## src/rtl/drygascon128_apb3_seq.sv

```systemverilog
// drygascon128_apb3_seq: turns a command stream into APB3 master transfers to a
// DryGASCON128 core. START is followed by ctrl polling until the done bit is seen.
// Ports: toplevel_io_mainClk/toplevel_resetCtrl_systemReset (sync, active-high),
//   cmd_* (valid/ready command in), rsp_* (valid/ready read word out),
//   io_apb_* (APB3 master), busy (not idle), err (sticky slave/op error).
// Optional: define DRYGASCON128_APB3_SEQ_TIMEOUT_EN to bound polling at
//   TIMEOUT_POLLS ctrl reads per START.
module drygascon128_apb3_seq #(
    parameter int TIMEOUT_POLLS = 1024
) (
    input  logic        toplevel_io_mainClk,
    input  logic        toplevel_resetCtrl_systemReset,
    input  logic        cmd_valid,
    output logic        cmd_ready,
    input  logic [2:0]  cmd_op,
    input  logic [31:0] cmd_data,
    output logic        rsp_valid,
    input  logic        rsp_ready,
    output logic [31:0] rsp_data,
    output logic [7:0]  io_apb_PADDR,
    output logic        io_apb_PSEL,
    output logic        io_apb_PENABLE,
    output logic        io_apb_PWRITE,
    output logic [31:0] io_apb_PWDATA,
    input  logic [31:0] io_apb_PRDATA,
    input  logic        io_apb_PREADY,
    input  logic        io_apb_PSLVERROR,
    output logic        busy,
    output logic        err
);

    typedef enum logic [2:0] {IDLE, SETUP, ACCESS, RESP, GAP} state_t;
    typedef enum logic [1:0] {K_WR, K_RD, K_START, K_POLL} kind_t;

    state_t      state;
    kind_t       kind;
    logic        gap;

    logic        req_ok;
    logic        req_wr;
    logic [7:0]  req_addr;
    logic [31:0] req_data;
    kind_t       req_kind;

`ifdef DRYGASCON128_APB3_SEQ_TIMEOUT_EN
    localparam int PW = $clog2(TIMEOUT_POLLS + 1);
    logic [PW-1:0] poll_cnt;
`else
    localparam int unused_timeout_polls = TIMEOUT_POLLS;
`endif

    assign busy = (state != IDLE);

    always_comb begin
        req_ok   = 1'b1;
        req_wr   = 1'b0;
        req_addr = 8'h00;
        req_data = 32'h0;
        req_kind = K_WR;
        case (cmd_op)
            3'd0: begin req_wr = 1'b1; req_addr = 8'h04; req_data = cmd_data; end
            3'd1: begin req_wr = 1'b1; req_addr = 8'h0C; req_data = cmd_data; end
            3'd2: begin req_wr = 1'b1; req_addr = 8'h08; req_data = cmd_data; end
            3'd3: begin
                req_wr   = 1'b1;
                req_data = {23'b0, 1'b1, cmd_data[7:0]};
                req_kind = K_START;
            end
            3'd4: begin req_addr = 8'h08; req_kind = K_RD; end
            3'd5: begin req_addr = 8'h04; req_kind = K_RD; end
            default: req_ok = 1'b0;
        endcase
    end

    always_ff @(posedge toplevel_io_mainClk) begin
        if (toplevel_resetCtrl_systemReset) begin
            state          <= IDLE;
            kind           <= K_WR;
            gap            <= 1'b0;
            cmd_ready      <= 1'b0;
            rsp_valid      <= 1'b0;
            rsp_data       <= 32'h0;
            err            <= 1'b0;
            io_apb_PSEL    <= 1'b0;
            io_apb_PENABLE <= 1'b0;
            io_apb_PWRITE  <= 1'b0;
            io_apb_PADDR   <= 8'h00;
            io_apb_PWDATA  <= 32'h0;
`ifdef DRYGASCON128_APB3_SEQ_TIMEOUT_EN
            poll_cnt       <= '0;
`endif
        end else begin
            case (state)
                IDLE: begin
                    if (cmd_valid && cmd_ready) begin
                        if (req_ok) begin
                            cmd_ready     <= 1'b0;
                            state         <= SETUP;
                            kind          <= req_kind;
                            io_apb_PSEL   <= 1'b1;
                            io_apb_PWRITE <= req_wr;
                            io_apb_PADDR  <= req_addr;
                            io_apb_PWDATA <= req_data;
                        end else begin
                            err <= 1'b1;
                        end
                    end else begin
                        cmd_ready <= ~rsp_valid;
                    end
                end
                SETUP: begin
                    io_apb_PENABLE <= 1'b1;
                    state          <= ACCESS;
                end
                ACCESS: begin
                    if (io_apb_PREADY) begin
                        if (io_apb_PSLVERROR) err <= 1'b1;
                        io_apb_PSEL    <= 1'b0;
                        io_apb_PENABLE <= 1'b0;
                        io_apb_PWRITE  <= 1'b0;
                        io_apb_PADDR   <= 8'h00;
                        io_apb_PWDATA  <= 32'h0;
                        case (kind)
                            K_WR: begin
                                state     <= IDLE;
                                cmd_ready <= 1'b1;
                            end
                            K_RD: begin
                                state     <= RESP;
                                rsp_valid <= 1'b1;
                                rsp_data  <= io_apb_PRDATA;
                            end
                            K_START: begin
                                state <= GAP;
                                gap   <= 1'b0;
`ifdef DRYGASCON128_APB3_SEQ_TIMEOUT_EN
                                poll_cnt <= '0;
`endif
                            end
                            default: begin
                                if (io_apb_PRDATA[31]) begin
                                    state     <= IDLE;
                                    cmd_ready <= 1'b1;
`ifdef DRYGASCON128_APB3_SEQ_TIMEOUT_EN
                                end else if (poll_cnt == PW'(TIMEOUT_POLLS - 1)) begin
                                    err       <= 1'b1;
                                    state     <= IDLE;
                                    cmd_ready <= 1'b1;
                                end else begin
                                    poll_cnt    <= poll_cnt + 1'b1;
                                    state       <= SETUP;
                                    io_apb_PSEL <= 1'b1;
`else
                                end else begin
                                    // back-to-back poll: next SETUP follows directly
                                    state       <= SETUP;
                                    io_apb_PSEL <= 1'b1;
`endif
                                end
                            end
                        endcase
                    end
                end
                RESP: begin
                    if (rsp_ready) begin
                        rsp_valid <= 1'b0;
                        state     <= IDLE;
                        cmd_ready <= 1'b1;
                    end
                end
                GAP: begin
                    if (gap) begin
                        state       <= SETUP;
                        kind        <= K_POLL;
                        io_apb_PSEL <= 1'b1;
                    end else begin
                        gap <= 1'b1;
                    end
                end
                default: state <= IDLE;
            endcase
        end
    end

endmodule

```

## config.mk

```make
export PLATFORM = sky130hd
export DESIGN_NAME = drygascon128_apb3_seq
export DESIGN_NICKNAME = d
export VERILOG_FILES = /design/src/rtl/drygascon128_apb3_seq.sv
export SDC_FILE = /design/constraint.sdc
export NUM_CORES = 1
export LEC_CHECK = 0
export BUFFER_PORTS_ARGS = -buffer_cell sky130_fd_sc_hd__clkbuf_2
export CAP_MARGIN = 20
export CORE_UTILIZATION = 40
export DETAILED_ROUTE_END_ITERATION = 10
export PLACE_DENSITY = 0.75
export SLEW_MARGIN = 25
export SYNTH_ARGS = -nofsm -noshare
export SYNTH_HDL_FRONTEND = slang
export SYNTH_SLANG_ARGS = --single-unit
```

## constraint.sdc

```tcl
create_clock -name toplevel_io_mainClk -period 5.3 [get_ports toplevel_io_mainClk]
set_input_delay 1.325 -clock toplevel_io_mainClk [delete_from_list [all_inputs] [get_ports toplevel_io_mainClk]]
set_output_delay 1.325 -clock toplevel_io_mainClk [all_outputs]
set_load 0.01 [all_outputs]
```

# Word level (Yosys, flattened, before mapping)
# Cells that the tools add are included.
# classes
eq_ne	23
mux	56
n_bitwise	1
reduce_logical	30
# ops
operator	n
case mux 32 bit (2 select lines)	2
2-to-1 mux 32 bit	3
2-to-1 mux 1 bit	26
2-to-1 mux 8 bit	3
inequality test 2 bit, second input constant	10
case mux 8 bit (2 select lines)	1
2-to-1 mux 3 bit	5
case mux 3 bit (5 select lines)	1
AND reduction 5 bit	3
== test 3 x 2 -> 1 bit, second input constant	4
case mux 1 bit (2 select lines)	6
case mux 4 bit (3 select lines)	1
AND reduction 4 bit	3
nonzero test 2 bit	5
== test 3 bit, second input constant	3
case mux 3 bit (3 select lines)	1
nonzero test 3 bit	3
case mux 2 bit (2 select lines)	2
OR reduction 2 bit	4
== test 3 x 1 -> 1 bit, second input constant	2
zero test 3 bit	2
2-to-1 mux 2 bit	3
inequality test 3 bit, second input constant	2
case mux 1 bit (3 select lines)	2
other kinds (11)	13
# totals
reg_bits	84
inputBits	73
output_inout_bits	79
word_cells	122

# Logic depth before layout (Yosys ltp)
# logic_depth
ltp_word	6
depth_mapped	8
mapped_depth_nobuf	6

# Least setup slack after synthesis
# OpenSTA, ideal clock, no wires.
# synth_path
path_type	in2reg
startpoint	in io_apb_PREADY
endpoint	reg io_apb_PWDATA[12]
setup_time_ns	0.059
arrival_ns	2.463
t_required_ns	5.241
path_slack_ns	2.779
cell_stages	6
n_path_buf	2
cell_sequence	clkbuf_1 > nand3b_1 > nor2_1 > nor3_1 > clkbuf_1 > a22o_1
# synth_via
elab_chain_len	2
# synth_lines
item	line	text
from (decl)	26	input logic io_apb_PREADY,
inequality test 2 bit (no source line)	--	
AND reduction 4 bit (no source line)	--	
to (signal assigned)	103	io_apb_PWDATA <= req_data;
to (decl)	24	output logic [31:0] io_apb_PWDATA,
# Every way passes these cells.
# A chain may end at the register's enable or synchronous reset.

# Worst setup path after layout
# layout_path
startpoint	in cmd_valid
endpoint	reg io_apb_PWDATA[29]
# layout_via
elab_chain_len	3
# layout_lines
item	line	text
from (decl)	13	input logic cmd_valid,
logical AND 1 bit	95	if (cmd_valid && cmd_ready) begin
inequality test 2 bit (no source line)	--	
AND reduction 4 bit (no source line)	--	
# Every way passes these cells.

==> impl_metrics.py <==
metrics = {
    "status": {
        "outcome": "finished, final reports clean",
    },
    "setup_path": {
        "slowest_stage": "and3_1",
        "end_kind": "flip-flop",
        "path_class": "input port to flip-flop",
        "slowest_delay_ns": 0.81,
        "cp.arrival_ns": 3.22,
        "critPathLaunchType": "input port",
        "cp_cell_sequence": "clkbuf_2 > nand2_1 > nor3_2 > and3_1 > a22o_1",
        "cp_data_required_time_ns": 5.58,
        "cp_max_fo": 23,
    },
    "job": {
        "cap_violations": 0,
    },
    "min_path": {
        "hp-class": "flip-flop to flip-flop",
    },
    "clocking": {
        "clk_pin_slew_worst_paths_ns": 0.08,
        "clock-sinks": 78,
        "cts_max_path_buffers": 2,
        "clockRootBuffer": "clkbuf_8",
        "post_cts_buffers": 0,
        "clk_latency_ns": 0.35,
        "cts_tree": "built",
        "cts-resized-gates": 0,
        "h-tree-depth": 3,
        "numCtsBuffers": 9,
        "cts_hold_buffers": 0,
    },
    "synthesis": {
        "syn_area_um2": 3033,
        "synth.avg_cell_area_um2": 8.817,
        "ys_seq_area_share_pct": 51.49,
        "ys_ff_latch": 78,
        "yosys.cell_types.count": 38,
        "yosys_warnings": 0,
        "synthCells": 344,
    },
    "power_and_ir_drop": {
        "power_frac_comb_pct": 9.0,
        "p_int_uw": 931.1,
        "swShare_pct": 24.48,
        "power_density_nw_per_um2": 310.0,
        "peakVddDrop_uv": 159.4,
        "p_seq_share_pct": 49.7,
        "clock_power_share_pct": 41.3,
        "p_switching_uw": 301.7,
        "p_leak_nw": 1.784,
    },
    "drt": {
        "vias": 2899,
        "drtPass1Iterations": 4,
        "wl_per_cell_um": 12.93,
        "drc_errors": 0,
        "ant_nets": 0,
        "viasPerCell": 5.016,
        "totalWireLength_um": 7474,
        "first_iter_violations": 71,
    },
    "cells_and_area": {
        "area_growth_pct": 31.11,
        "n_antenna_cell": 0,
        "drive_gt1_share_pct": 35.49,
        "nets": 552,
        "fin_cells": 578,
    },
    "timing": {
        "clock_skew_ns": 0.009951,
        "drv_slew": 0,
        "final_hold_viol_count": 0,
        "setup-tns-final_ns": 0,
        "rsz0062_at_grt": "no",
        "slew_headroom_pct": 45.40,
        "post-route-min-period_ns": 2.934,
        "period_share_pct": 55.35,
        "tightest_slew_ns": 0.8190,
        "setup_viol": 0,
        "fmax_mhz": 340.9,
    },
    "die": {
        "core_um2": 7292,
        "fp.dieW_um": 89.08,
        "die-area_um2": 7934,
        "chipHeight_um": 89.08,
        "ios": 152,
        "start_util_pct": 41.59,
        "rows": 31,
    },
    "grt": {
        "first_global_vias": 2461,
        "grt_overflow": 0,
        "antenna_found_initial": 0,
        "grt_max_degree": 55,
        "grt_pass1_wl_um": 10760,
        "grtUsageTotal_pct": 17.64,
    },
    "placed_design": {
        "place_congestion": 0.8724,
        "dp_hpwl_um": 5374,
        "io_buffer_count": 145,
        "dp.cells": 562,
    },
}
critical path, delay by kind of cell:
kind | cells | cell delay, ns
simple gates | 3 | 1.56
compound gates | 1 | 0.23
buf+inv | 1 | 0.09
cell type report:
cell class / count / area (um^2)
fill: 692 / 3316
sequential: 78 / 1562
multi-input combinational: 233 / 1297
timing repair buffer: 148 / 748.2
clock buffer: 10 / 137.6
tap: 99 / 123.9
clock inverter: 6 / 92.59
inverter: 4 / 15.01
Yosys cell counts:
master	count	share of area [%]
dfxtp_1	78	51
nand2_1	72	8.9
a21oi_1	42	6.9
a22o_1	23	6.6
nor2_1	22	2.7
clkbuf_1	21	2.6
a32oi_1	10	2.9
nand3_1	9	1.5
buf_4	6	1.5
nor3_1	6	0.99
ha_1	5	2.1
nor2b_1	5	1.0
o21ai_0	5	0.82
buf_6	4	1.5
inv_1	4	0.49
nand2b_1	4	0.82
buf_2	3	0.49
a31oi_1	2	0.41
and3_1	2	0.41
nor3_2	2	0.66
o31ai_1	2	0.49
a211oi_1	1	0.25
a2bb2oi_1	1	0.29
a311oi_1	1	0.29
and2_1	1	0.21
conb_1	1	0.12
nand3b_1	1	0.25
nor3b_1	1	0.25
nor4b_1	1	0.29
nor4bb_1	1	0.33
o211a_1	1	0.33
o221a_2	1	0.37
o31a_1	1	0.29
o41ai_1	1	0.29
or3_1	1	0.21
or3_4	1	0.37
or4_1	1	0.25
xor2_1	1	0.29
routing by layer:
metal  wire (um)  track usage, %  part of all wire, %
met3         729           5.448                  9.8
met4         120           7.792                  1.6
met5           0               0                    0
met2        3455           31.47                   46
met1        3169           19.33                   42
through the flow:
| stage | area, um^2 | setup slack, ns | total power, mW | utilization, % | hold slack [ns] |
|---|---|---|---|---|---|
| after floorplan | 3052 | 2.779 | 0.6928 | - | 0.4696 |
| after global placement | 3745 | 2.021 | 0.7354 | 51.36 | 0.4411 |
| after detailed placement | 3746 | 2.014 | 0.7377 | 51.37 | 0.4454 |
| after CTS | 3976 | 2.375 | 1.247 | 54.53 | 0.4586 |
| after global routing | 3976 | 2.184 | 1.280 | 54.53 | 0.4726 |
| final | 3976 | 2.366 | 1.233 | 54.53 | 0.4555 |
cell families (layout without fill, tap and decap cells):
family | after synthesis | after routing | share of synthesized area [%]
AOI/OAI and AO/OA | 91 | 91 | 20.30
xor gates and xnor gates | 1 | 1 | 0.2888
and+or+nand+nor | 130 | 130 | 19.18
buffers and inverters | 38 | 168 | 6.559
other | 1 | 6 | 0.1236
DFF | 78 | 78 | 51.49
adders and majority gates | 5 | 5 | 2.063
power groups by stage:
stage               sequential [mW]  clock [mW]  combinational (mW)
detailed placement            0.626           0               0.111
CTS                           0.613       0.522               0.112
global placement              0.626           0               0.110
floorplan                     0.627           0              0.0654
finish                        0.613       0.509               0.111
global route                  0.615       0.541               0.124
worst paths after layout:
path	startpoint	endpoint	slack, ns	cells past startpoint
min reg2reg	rsp_data[29]$_SDFFE_PP0P_	rsp_data[29]$_SDFFE_PP0P_	0.46	2
max	cmd_valid	io_apb_PWDATA[29]$_SDFFE_PP0P_	2.37	5
max reg2reg	state[0]$_SDFFE_PP0P_	io_apb_PWDATA[29]$_SDFFE_PP0P_	2.53	4
min	rsp_data[29]$_SDFFE_PP0P_	rsp_data[29]$_SDFFE_PP0P_	0.46	2
placed cells by master (no fill, tap or decap), types with 4 or more instances in the layout:
cell type / instances
a21oi_1: 42
a22o_1: 23
a32oi_1: 10
clkbuf_2: 145
clkbuf_8: 10
conb_1: 6
dfxtp_1: 78
ha_1: 5
inv_1: 4
nand2_1: 72
nand2b_1: 4
nand3_1: 9
nor2_1: 22
nor2b_1: 5
nor3_1: 5
o21ai_0: 5
sequential cells by signal, indices dropped and copies added (netlist names):
register	flops
rsp_valid	1
gap	1
io_apb_PWRITE	1
state	3
io_apb_PENABLE	1
rsp_data	32
cmd_ready	1
io_apb_PWDATA	32
io_apb_PADDR	2
io_apb_PSEL	1
err	1
kind	2
(Power assumes the default switching activity.)
